### src/rtl/if_id_skid_buffer_pkg.sv
// asip_pipeline_pkg: shared IF/ID types and constants for fetch and decode.
package asip_pipeline_pkg;

   localparam int unsigned IF_ID_WIDTH = 32;
   localparam logic [IF_ID_WIDTH-1:0] IF_ID_NOP_INSTR = 32'h0;

   typedef struct packed {
      logic [IF_ID_WIDTH-1:0] pc;
      logic [IF_ID_WIDTH-1:0] instr;
   } if_id_entry_t;

endpackage

### src/rtl/if_id_skid_buffer_if.sv
// if_id_skid_buffer_if: fetch-side and decode-side handshake bundle of the IF/ID buffer.
interface if_id_skid_buffer_if
   import asip_pipeline_pkg::*;
#(
   parameter int unsigned WIDTH = IF_ID_WIDTH
);

   logic [WIDTH-1:0] in_pc;
   logic [WIDTH-1:0] in_instr;
   logic             in_valid;
   logic             in_ready;
   logic             flush;
   logic [WIDTH-1:0] out_pc;
   logic [WIDTH-1:0] out_instr;
   logic             out_valid;
   logic             out_ready;

   modport master (
      output in_pc, in_instr, in_valid, flush, out_ready,
      input  in_ready, out_pc, out_instr, out_valid
   );

   modport slave (
      input  in_pc, in_instr, in_valid, flush, out_ready,
      output in_ready, out_pc, out_instr, out_valid
   );

endinterface

### src/rtl/if_id_skid_buffer.sv
// if_id_skid_buffer: two-entry in-order IF/ID buffer with backpressure, flush and NOP bubble.
module if_id_skid_buffer
   import asip_pipeline_pkg::*;
#(
   parameter int unsigned      WIDTH     = IF_ID_WIDTH,
   parameter logic [WIDTH-1:0] NOP_INSTR = IF_ID_NOP_INSTR
) (
   input  logic               clk,
   input  logic               reset,
   if_id_skid_buffer_if.slave bus
);

   if_id_entry_t r_entry [2];
   logic [1:0]   r_count;
   logic         r_head;

   if_id_entry_t w_head_entry;
   logic         w_push;
   logic         w_pop;
   logic         w_wr;

   assign w_push = bus.in_valid & bus.in_ready;
   assign w_pop  = bus.out_valid & bus.out_ready;
   // With one item held, the new one goes behind the head; otherwise into the head slot.
   assign w_wr   = r_head ^ (r_count == 2'd1);

   always_ff @(posedge clk) begin
      if (!reset) begin
         r_entry[0] <= '{pc: '0, instr: NOP_INSTR};
         r_entry[1] <= '{pc: '0, instr: NOP_INSTR};
         r_count    <= 2'd0;
         r_head     <= 1'b0;
      end else if (bus.flush) begin
         r_count <= 2'd0;
         r_head  <= 1'b0;
      end else begin
         if (w_push) r_entry[w_wr] <= '{pc: bus.in_pc, instr: bus.in_instr};
         if (w_pop) r_head <= ~r_head;
         r_count <= r_count + {1'b0, w_push} - {1'b0, w_pop};
      end
   end

   always_comb begin
      w_head_entry  = r_entry[r_head];
      bus.in_ready  = (r_count != 2'd2) & reset;
      bus.out_valid = (r_count != 2'd0);
      bus.out_pc    = bus.out_valid ? w_head_entry.pc : '0;
      bus.out_instr = bus.out_valid ? w_head_entry.instr : NOP_INSTR;
   end

endmodule
### src/flat_wrapper.sv
// flat-port wrapper written by rule: the top's interface ports become plain ports
module if_id_skid_buffer_flat import asip_pipeline_pkg::*;
#(
   parameter int unsigned      WIDTH     = IF_ID_WIDTH,
   parameter logic [WIDTH-1:0] NOP_INSTR = IF_ID_NOP_INSTR
)
  (clk, reset, bus_in_pc, bus_in_instr, bus_in_valid, bus_flush, bus_out_ready, bus_in_ready, bus_out_pc, bus_out_instr, bus_out_valid);
  if_id_skid_buffer_if #(.WIDTH(WIDTH)) bus_i ();
  input  logic clk;
  input  logic reset;
  input wire logic [$bits(bus_i.in_pc)-1:0] bus_in_pc;
  input wire logic [$bits(bus_i.in_instr)-1:0] bus_in_instr;
  input wire logic [$bits(bus_i.in_valid)-1:0] bus_in_valid;
  input wire logic [$bits(bus_i.flush)-1:0] bus_flush;
  input wire logic [$bits(bus_i.out_ready)-1:0] bus_out_ready;
  output wire logic [$bits(bus_i.in_ready)-1:0] bus_in_ready;
  output wire logic [$bits(bus_i.out_pc)-1:0] bus_out_pc;
  output wire logic [$bits(bus_i.out_instr)-1:0] bus_out_instr;
  output wire logic [$bits(bus_i.out_valid)-1:0] bus_out_valid;
  assign bus_i.in_pc = bus_in_pc;
  assign bus_i.in_instr = bus_in_instr;
  assign bus_i.in_valid = bus_in_valid;
  assign bus_i.flush = bus_flush;
  assign bus_i.out_ready = bus_out_ready;
  assign bus_in_ready = bus_i.in_ready;
  assign bus_out_pc = bus_i.out_pc;
  assign bus_out_instr = bus_i.out_instr;
  assign bus_out_valid = bus_i.out_valid;
  if_id_skid_buffer #(.WIDTH(WIDTH), .NOP_INSTR(NOP_INSTR)) u_core (.clk(clk), .reset(reset), .bus(bus_i));
endmodule
### config.mk
export PLATFORM = sky130hd
export DESIGN_NAME = if_id_skid_buffer_flat
export DESIGN_NICKNAME = d
export VERILOG_FILES = /design/src/rtl/if_id_skid_buffer_pkg.sv /design/src/rtl/if_id_skid_buffer_if.sv /design/src/rtl/if_id_skid_buffer.sv /design/src/flat_wrapper.sv
export SDC_FILE = /design/constraint.sdc
export NUM_CORES = 1
export LEC_CHECK = 0
export ABC_AREA = 1
export CAP_MARGIN = 30
export CORE_AREA = 2 2 128 130
export CTS_BUF_LIST = sky130_fd_sc_hd__clkbuf_8
export DETAILED_ROUTE_END_ITERATION = 12
export DIE_AREA = 0 0 130 132
export GPL_TIMING_DRIVEN = 1
export PLACE_DENSITY = 0.68
export SLEW_MARGIN = 20
export SYNTH_ARGS = -nofsm -noshare
export SYNTH_HDL_FRONTEND = slang
export SYNTH_SLANG_ARGS = --single-unit
### constraint.sdc
create_clock -name clk -period 8 [get_ports clk]
set_input_delay 2.4 -clock clk [delete_from_list [all_inputs] [get_ports clk]]
set_output_delay 2.4 -clock clk [all_outputs]
set_load 0.05 [all_outputs]
==> results.md, run 1 <==
- GRT overflow: 0
- TritonCTS clock tree: done
- Number of synthesized register bits: around 130
- Proportion of synthesized area in mux cells: 0
- Critical-path maximum fanout: 5
- Residual DRC: 0
- Fin crit share: 0.817
- Post-Synth Adder-Cell Area: 0.00407
- CP endpoint kind: primary output
- Pin count of the biggest net entering global routing: 66
- Final Skew: approximately 0.015 ns
- CTS Hold Buffers Added: 0
- Area of the multi-input gates: between 1500 and 2000 um^2
- R2R cell count: 8
- Height of the die: ~130 um
- CP arrival: a little over 4 ns
- Iteration-0 DRC Markers: 260
- RSZ-0062 raised after global routing: false
- Post-synth EDFFs: roughly 130
- Status: complete, no violations
- Initial Utilization: 0.391
- Number of global-route vias before repair: approximately 4.7k
- Max Cap Violations: 0
- Die area: about 17,000 um^2
- VDD IR-drop max: 0.0858 mV
- Clk Latency, worst-skew pair: between 0.4 and 0.5 ns
- DRT antenna net count: 0
- Simple-gate share of the synthesized area: 0.213
- Clock-pin slew on the worst setup and hold paths: ~0.080 ns
- Htree depth: 4
- Compound-cell area share of the yosys netlist: 0.0545
- Antenna violations before repair: 1
- Post-route setup TNS: 0 ns
- Area Overhead vs Synth: 30.4%
- CTS max path bufs: 2
- Max Freq: around 0.15 GHz
- Syn_area_per_cell: just over 10 um^2
- Vias after detailed routing: 4,588
- Power Density: 193 nW/um^2
- Post-synth design cell area: about 6000 um^2
- Mapped Cells: around 600
- Ys flop type: edfxtp_1
- Required @ worst endpoint: between 5 and 6 ns
- Slew headroom: 0.455
- Total setup buffers inserted after CTS: 0
- XOR/XNOR share of the synthesized area: 0
- Root Buffer: clkbuf_8
- Num CTS Buffers: 17
- Hold path cells: 2
- Vias per cell: 4.84
- Post-CTS Resized: 0
- Layout cell share with drive strength beyond 1: 0.128
- Synth top area share: 0.625
- Final RePlAce weighted congestion: ~0.72
- Register area share after synthesis: 0.638
- Most frequent cell after synthesis: nand2_1
- R2R setup slack: around 5.0 ns
- Die X: between 100 and 150 um
- Hold Vio Cnt, Final: 0
- Leakage power: ~3.1 nW
- Hold path start: u_core.r_head
- R2R Path End: u_core.r_entry[1][63]
- Clock sink count: around 130
- All-Layer GR Usage: 0.172
- Final Slew Violations: 0
- Top post-synthesis cells by count: nand2_1 (140), edfxtp_1 (128), inv_1 (75)
- Largest family of logic cells by synthesized area: simple AND/OR/NAND/NOR gates
- Final wirelength: about 14,000 um
- Synth cell types: 20
- FF+latch area: around 3900 um^2
- I/O Buffers: about 130
- RR Startpoint: u_core.r_count[1]
- Ys async rst share: 0
- Final Util: 0.510
- Overall power: 1.55 mW
- Avg WL per Cell: 15.2 um
- Final nets: 790
- I/O pin count: ~140
- Diodes inserted: 0
- Final HPWL DP: around 8200 um
- Core Region: ~16,000 um^2
- First-pass detailed-route iteration total: 4
- Kind of critical path: input port to primary output
- Leading area contributor after synthesis: edfxtp_1
- Tmin final: 6.54 ns
- Setup Viol. Count Final: 0
- Syn_nets: 670
- Slew @ Worst Pin: roughly 0.8 ns
- # fillers: 1,431
- Number of core rows: 46
- Top post-synthesis cells by area: edfxtp_1 (62%), nand2_1 (8.5%), a21oi_1 (5.4%)
- First-pass GRT wire length: between 20,000 and 25,000 um
- Startpoint types: input port
- Min-delay worst type: register to register
- Yosys warns: 0
==> how the worst max path moves through the flow <==
stage,from,end,slack [ns],cells past startpoint
after global placement,reset,bus_in_ready,1.54,4
final,reset,bus_in_ready,1.46,4
after CTS,reset,bus_in_ready,1.50,4
after global routing,reset,bus_in_ready,1.41,4
after detailed placement,reset,bus_in_ready,1.52,4
after floorplan,bus_flush,u_core.r_entry[0][0],0.18,4
==> cell usage in the layout, fill, tap and decap left out, types with 2 or more instances in the layout <==
cell type	n
nand2_1	137
clkdlybuf4s50_1	134
edfxtp_1	128
inv_1	78
a21oi_1	66
nor3_1	64
nor2_2	39
nor2_1	22
clkbuf_8	20
nor2_4	11
buf_4	6
clkinv_2	4
dfxtp_1	3
nand3_1	2
nand2_4	2
ha_1	2
bufinv_16	2
clkinvlp_4	2
==> metrics by stage <==
step / cells / setup slack [ns] / hold WS, ns / instance area (um^2)
after CTS: 947 / 1.50 / 0.556 / 8000
after detailed placement: 915 / 1.52 / 0.547 / 7610
after floorplan: 599 / 0.179 / 0.505 / 6150
final: 948 / 1.46 / 0.551 / 8020
after global placement: 914 / 1.54 / 0.534 / 7580
after global routing: 948 / 1.41 / 0.588 / 8020
==> logic make-up (layout without fill, tap and decap cells) <==
| family | count (synthesis) | count (layout) |
|---|---|---|
| simple gates | 280 | 280 |
| buf+inv | 118 | 251 |
| fa+ha+maj | 2 | 2 |
| flops | 132 | 132 |
| compound gates | 67 | 67 |
==> final cells by class <==
cell class              instances  area share
clock buffers                  20      0.0343
clock inverters                12      0.0144
inverters                      77      0.0363
multi-input cells             349       0.213
flip-flops and latches        132       0.489
well taps                     216      0.0337
repair buffers                142       0.179
==> state kept, by name, indices dropped and copies added, names as in the netlist, named ones only <==
name / flops
u_core.r_entry: 128
u_core.r_head: 1
u_core.r_count: 2
==> routing by layer <==
layer  global-route usage  share of wire  up-vias  routed length, um
li1                     -              -     2206                  -
met1                0.215           0.42     2215               6100
met2                0.291           0.51      150               7280
met3               0.0373          0.057       15                824
met4               0.0645          0.012        2                179
met5                    0        0.00090        -                 13
==> worst max-delay path, stage by stage <==
cell             delay [ns]
clkdlybuf4s50_1        0.66
inv_1                  0.11
a21oi_1                0.15
clkdlybuf4s50_1        0.82
==> where the power goes <==
part,switching (mW),total [mW],leakage [nW],internal [mW]
registers,0.00943,0.804,1.36,0.794
logic,0.124,0.192,1.50,0.0684
clock network,0.253,0.549,0.208,0.297
total,0.386,1.55,3.07,1.16
Note: power is estimated with default switching activity, not from simulation.
==> inputs of run 2 (changes only) <==
==> constraint.sdc (replaced) <==
create_clock -name clk -period 5.4 [get_ports clk]
set_input_delay 1.62 -clock clk [delete_from_list [all_inputs] [get_ports clk]]
set_output_delay 1.62 -clock clk [all_outputs]
set_load 0.05 [all_outputs]
==> run 2 against run 1 <==
Effect of this change: global-route usage shrank 0.13 points; design area shrank 0.76%; total power grew 37%; combinational power grew 48%; via count shrank 0.54%; sequential share of layout area grew 0.38 points; worst hold slack gained 0.040 ns; first-iteration DRC count grew 33%; clock power grew 17%; cell count grew 0.11%; routed wire length shrank 1.7%; critical path type unchanged; highest routed layer is now met4.
==> results.md, run 2 (same netlist as run 1, synthesis figures left out) <==
- Clock-pin slew on the worst setup and hold paths: ~0.070 ns
- Worst slack, placed: between 0.4 and 0.5 ns
- Final worst setup slack: approximately 0.47 ns
- FF+latch area: 3930 um^2
- Min-delay worst type: register to register
- Antenna violations before repair: 0
- Num CTS Buffers: 17
- CP cell instances: clkdlybuf4s50_1 -> inv_1 -> a21oi_1 -> clkdlybuf4s50_1
- Power Density: about 270 nW/um^2
- Diodes inserted: 0
- Startpoint types: input port
- Critical-path maximum fanout: 5
- First-pass GRT wire length: ~23,000 um
- Kind of critical path: input port to primary output
- Iteration-0 DRC Markers: roughly 350
- Final wirelength: 14,100 um
- Max Cap Violations: 0
- Top flop regs: u_core.r_entry: 128 flops, u_core.r_count: 2 flops, u_core.r_head: 1 flops
- Final HPWL DP: roughly 8300 um
- Max Freq: 0.203 GHz
- First-pass detailed-route iteration total: 4
- # fillers: roughly 1.4k
- Final RePlAce weighted congestion: 0.708
- Number of core rows: between 40 and 50
- Area Overhead vs Synth: 29.4%
- All-Layer GR Usage: 0.171
- Slowest stage delay, CP: 0.82 ns
- Tmin final: slightly below 5 ns
- Residual DRC: 0
- CP Launch Point: reset
- Area of the multi-input gates: roughly 1700 um^2
- DRT antenna net count: 0
- Required @ worst endpoint: between 3 and 4 ns
- GRT overflow: 0
- Root Buffer: clkbuf_8
- Final Slew Violations: 0
- Clock sink count: approximately 130
- Status: complete, no violations
- VDD IR-drop max: 0.122 mV
- CP arrival: around 3.3 ns
- Die area: between 15,000 and 20,000 um^2
- Final non-filler cell total: 949
- Crit path top cell by count: clkdlybuf4s50_1
- Final nets: about 790
- Fin crit share: 0.913
- Post-CTS Resized: 0
- I/O Buffers: ~130
- Htree depth: 4
- Number of global-route vias before repair: between 4k and 5k
- TritonCTS clock tree: done
- Hold path cells: 3
- Placed cells: 917
- Hold path start: u_core.r_head
- Clk Latency, worst-skew pair: between 0.4 and 0.5 ns
- RSZ-0062 raised after global routing: false
- CTS max path bufs: 2
- R2R Path End: u_core.r_count[1]
- R2R cell count: 8
- Vias after detailed routing: ~4.6k
- Pin count of the biggest net entering global routing: 66
- RR Startpoint: u_core.r_count[0]
- Top reg by flops: u_core.r_entry
- CTS Hold Buffers Added: 0
- Avg WL per Cell: approximately 15 um
- Layout cell share with drive strength beyond 1: 0.117
- Commonest cells after routing, fill and taps aside: nand2_1 (137), clkdlybuf4s50_1 (134), edfxtp_1 (128)
- Final Skew: ~0.011 ns
- Commonest non-fill, non-tap cell in the layout: nand2_1
- Die X: roughly 130 um
- Hold Vio Cnt, Final: 0
- Leakage power: a little over 3 nW
- Core Region: 15,700 um^2
- Slew headroom: 0.379
- Vias per cell: between 4 and 5
- Largest register FFs: between 100 and 150
- Initial Utilization: 0.391
- I/O pin count: 135
- Setup Viol. Count Final: 0
- Height of the die: ~130 um
- Post-route setup TNS: 0 ns
- CP endpoint kind: primary output
- Slew @ Worst Pin: 0.929 ns
- R2R setup slack: around 3 ns
- Total setup buffers inserted after CTS: 0
- Max stage delay cell, worst path: clkdlybuf4s50_1
-- run 2: changes by cell type in the layout (fill, tap and decap cells not counted), sizes merged --
cell	previous run	this run
clkbuf	20	17
bufinv	2	0
buf	8	10
clkinv	5	9
clkinvlp	2	1
inv	80	81
-- run 2: area by class of cell --
cell class,count,area share
Clock buffer,17,0.0294
Clock inverter,14,0.00723
Inverter,77,0.0363
Multi-Input combinational cell,349,0.215
Sequential cell,132,0.493
Tap cell,216,0.0340
Timing Repair Buffer,144,0.185
-- run 2: critical path: cells and delay by family --
family          cells  cell delay, ns
buf+inv             3            1.54
compound gates      1            0.15
-- run 2: routing by layer --
metal	vias up	track usage	share of wire
li1	2207	-	-
met1	2195	0.212	0.43
met2	147	0.292	0.50
met3	14	0.0394	0.050
met4	0	0.0568	0.014
met5	-	0	0
-- run 2: per-stage QoR --
stage                     area (um^2)  hold WS (ns)  total power [mW]  utilization
after floorplan                  6150         0.505              1.38            -
after global placement           7600         0.524              1.49        0.484
after detailed placement         7650         0.557              1.50        0.487
after CTS                        7940         0.576              2.14        0.505
after global routing             7960         0.648              2.21        0.507
final                            7960         0.592              2.12        0.507
-- run 2: worst max-delay path by stage --
stage          cells past startpoint                    to  slack [ns]
2_1_floorplan                      4  u_core.r_entry[0][0]        0.09
3_3_place_gp                       4          bus_in_ready        0.49
3_5_place_dp                       4          bus_in_ready        0.49
4_1_cts                            4          bus_in_ready        0.48
5_1_grt                            4          bus_in_ready        0.42
6_report                           4          bus_in_ready        0.47
-- run 2: power by group --
part	internal, mW	switching, mW	total [mW]
logic	0.102	0.182	0.284
clock network	0.293	0.352	0.645
registers	1.18	0.0144	1.19
==> inputs of run 3 (changes only) <==
--- a/config.mk
+++ b/config.mk
@@ -7,12 +7,14 @@
 export LEC_CHECK = 0
 export ABC_AREA = 1
 export CAP_MARGIN = 30
-export CORE_AREA = 2 2 128 130
+export CELL_PAD_IN_SITES_DETAIL_PLACEMENT = 1
+export CELL_PAD_IN_SITES_GLOBAL_PLACEMENT = 2
+export CORE_AREA = 2 2 147 149
 export CTS_BUF_LIST = sky130_fd_sc_hd__clkbuf_8
 export DETAILED_ROUTE_END_ITERATION = 12
-export DIE_AREA = 0 0 130 132
+export DIE_AREA = 0 0 149 151
 export GPL_TIMING_DRIVEN = 1
-export PLACE_DENSITY = 0.68
+export PLACE_DENSITY = 0.79
 export SLEW_MARGIN = 20
 export SYNTH_ARGS = -nofsm -noshare
 export SYNTH_HDL_FRONTEND = slang
==> run 3 against run 2 <==
Effect of this change: design area grew 1.6%; total power grew 9.7%; core utilization down 12 points; critical path depth stayed put; clock skew shrank 0.0028 ns; routed wire length is 14% higher; flip-flop and latch count stayed put; worst hold slack got worse by 0.013 ns; sequential share of layout area decreased by 0.79 points; combinational power is essentially flat; maximum frequency grew 0.32%; global-route usage shrank 2.0 points; critical path type unchanged; largest cell class unchanged.
==> results.md, run 3 (same netlist as run 1, synthesis figures left out) <==
- Worst hold slack: around 0.58 ns
- Post-CTS Resized: 0
- Min-delay worst type: register to register
- Final nets: approximately 790
- Area of the multi-input gates: about 1700 um^2
- Number of core rows: 53
- Commonest cells after routing, fill and taps aside: nand2_1 (137), clkdlybuf4s50_1 (134), edfxtp_1 (128)
- Final wirelength: approximately 16,000 um
- Clock sink count: 132
- CTS Hold Buffers Added: 0
- DRT antenna net count: 0
- Switch Pwr: 0.600 mW
- # fillers: between 2k and 2.5k
- Overall power: roughly 2.3 mW
- CP cell instances: clkdlybuf4s50_1 -> inv_1 -> a21oi_1 -> clkdlybuf4s50_1
- Top flop regs: u_core.r_entry: 128 flops, u_core.r_count: 2 flops, u_core.r_head: 1 flops
- First-pass GRT wire length: roughly 26,000 um
- Height of the die: 151 um
- Max stage delay cell, worst path: clkdlybuf4s50_1
- Vias after detailed routing: 4,606
- Leakage power: a little over 3 nW
- I/O Buffers: 134
- Top reg by flops: u_core.r_entry
- Max Cap Violations: 0
- First-pass detailed-route iteration total: 4
- Num CTS Buffers: 17
- Final Slew Violations: 0
- Critical-path maximum fanout: 5
- Placed cells: roughly 980
- All-Layer GR Usage: 0.151
- Power Density: between 200 and 300 nW/um^2
- RR Startpoint: u_core.r_count[1]
- Sequential fraction of design power: 0.512
- Crit-path leading delay family: buffers and inverters
- Final Util: 0.388
- Startpoint types: input port
- Number of global-route vias before repair: a little over 5k
- Layout cell share with drive strength beyond 1: 0.132
- Avg WL per Cell: around 16 um
- Slew @ Worst Pin: 0.933 ns
- Fin crit share: 0.910
- Clk Latency, worst-skew pair: between 0.4 and 0.5 ns
- Status: complete, no violations
- Largest register FFs: between 100 and 150
- Iteration-0 DRC Markers: between 150 and 200
- Setup Viol. Count Final: 0
- Final non-filler cell total: approximately 1.0k
- Final HPWL DP: approximately 9600 um
- Initial Utilization: 0.295
- I/O pin count: between 100 and 150
- Final Skew: just over 0.008 ns
- Bufs and invs on worst path: 3
- VDD IR-drop max: roughly 0.15 mV
- Hold Vio Cnt, Final: 0
- Clk pwr share: 0.365
- FF+latch area: between 3000 and 4000 um^2
- Comb pwr share: 0.123
- Pin count of the biggest net entering global routing: 66
- Area Overhead vs Synth: 31.5%
- Vias per cell: 4.57
- Internal: about 1.7 mW
- Max Freq: around 0.20 GHz
- Slew headroom: 0.378
- TritonCTS clock tree: done
- Slowest stage delay, CP: between 0.8 and 0.9 ns
- CP endpoint kind: primary output
- Htree depth: 4
- Hold path start: u_core.r_head
- Diodes inserted: 0
- Required @ worst endpoint: 3.78 ns
- CP arrival: 3.29 ns
- CTS max path bufs: 2
- Clock-pin slew on the worst setup and hold paths: 0.07 ns
- Final RePlAce weighted congestion: around 0.7
- Commonest non-fill, non-tap cell in the layout: nand2_1
- Net Sw Frac: 0.258
- Core Region: around 21,000 um^2
- Antenna violations before repair: 0
- Residual DRC: 0
- Post-route setup TNS: 0 ns
- Die area: around 22,000 um^2
- Tmin final: about 4.9 ns
- Root Buffer: clkbuf_8
- Kind of critical path: input port to primary output
- RSZ-0062 raised after global routing: false
- GRT overflow: 0
- Die X: roughly 150 um
- CP Launch Point: reset
- Crit path top cell by count: clkdlybuf4s50_1
- Total setup buffers inserted after CTS: 0
-- run 3: cell type report --
cell class                 instances  share of cell area
sequential                       132               0.485
multi-input combinational        349               0.211
timing repair buffer             143               0.176
tap                              275              0.0425
inverter                          77              0.0357
clock buffer                      17              0.0289
clock inverter                    15              0.0204
-- run 3: through the flow --
stage	instance area, um^2	setup WS [ns]
6_report	8090	0.485
5_1_grt	8090	0.387
4_1_cts	8070	0.469
3_5_place_dp	7670	0.481
3_3_place_gp	7670	0.485
2_1_floorplan	6150	0.0880
-- run 3: final timing paths --
kind | endpoint | slack [ns] | depth (start not counted)
worst max register to register | u_core.r_entry[0][34] | 2.84 | 6
worst min-delay path | u_core.r_head | 0.58 | 2
worst min register to register | u_core.r_head | 0.58 | 2
worst max-delay path | bus_in_ready | 0.49 | 4
-- run 3: layer usage --
layer  vias to the layer above  routed length, um  global-route usage
met2                       105               8190               0.265
met4                         0                117              0.0400
met5                         -                  0                   0
met3                         8                829              0.0440
met1                      2289               7060               0.182
li1                       2204                  -                   -
-- run 3: worst reg2reg max path, delay by kind of cell (launching register included) --
kind | cells | cell delay (ns)
DFF | 1 | 0.47
and+or+nand+nor | 2 | 0.20
buffers and inverters | 3 | 1.25
AOI/OAI and AO/OA | 1 | 0.24
-- run 3: power by group through the flow --
stage / logic, mW / registers [mW] / clock network [mW]
after floorplan: 0.168 / 1.21 / 0
after global routing: 0.311 / 1.20 / 0.915
after global placement: 0.281 / 1.21 / 0
after CTS: 0.289 / 1.19 / 0.873
final: 0.285 / 1.19 / 0.849
after detailed placement: 0.288 / 1.22 / 0
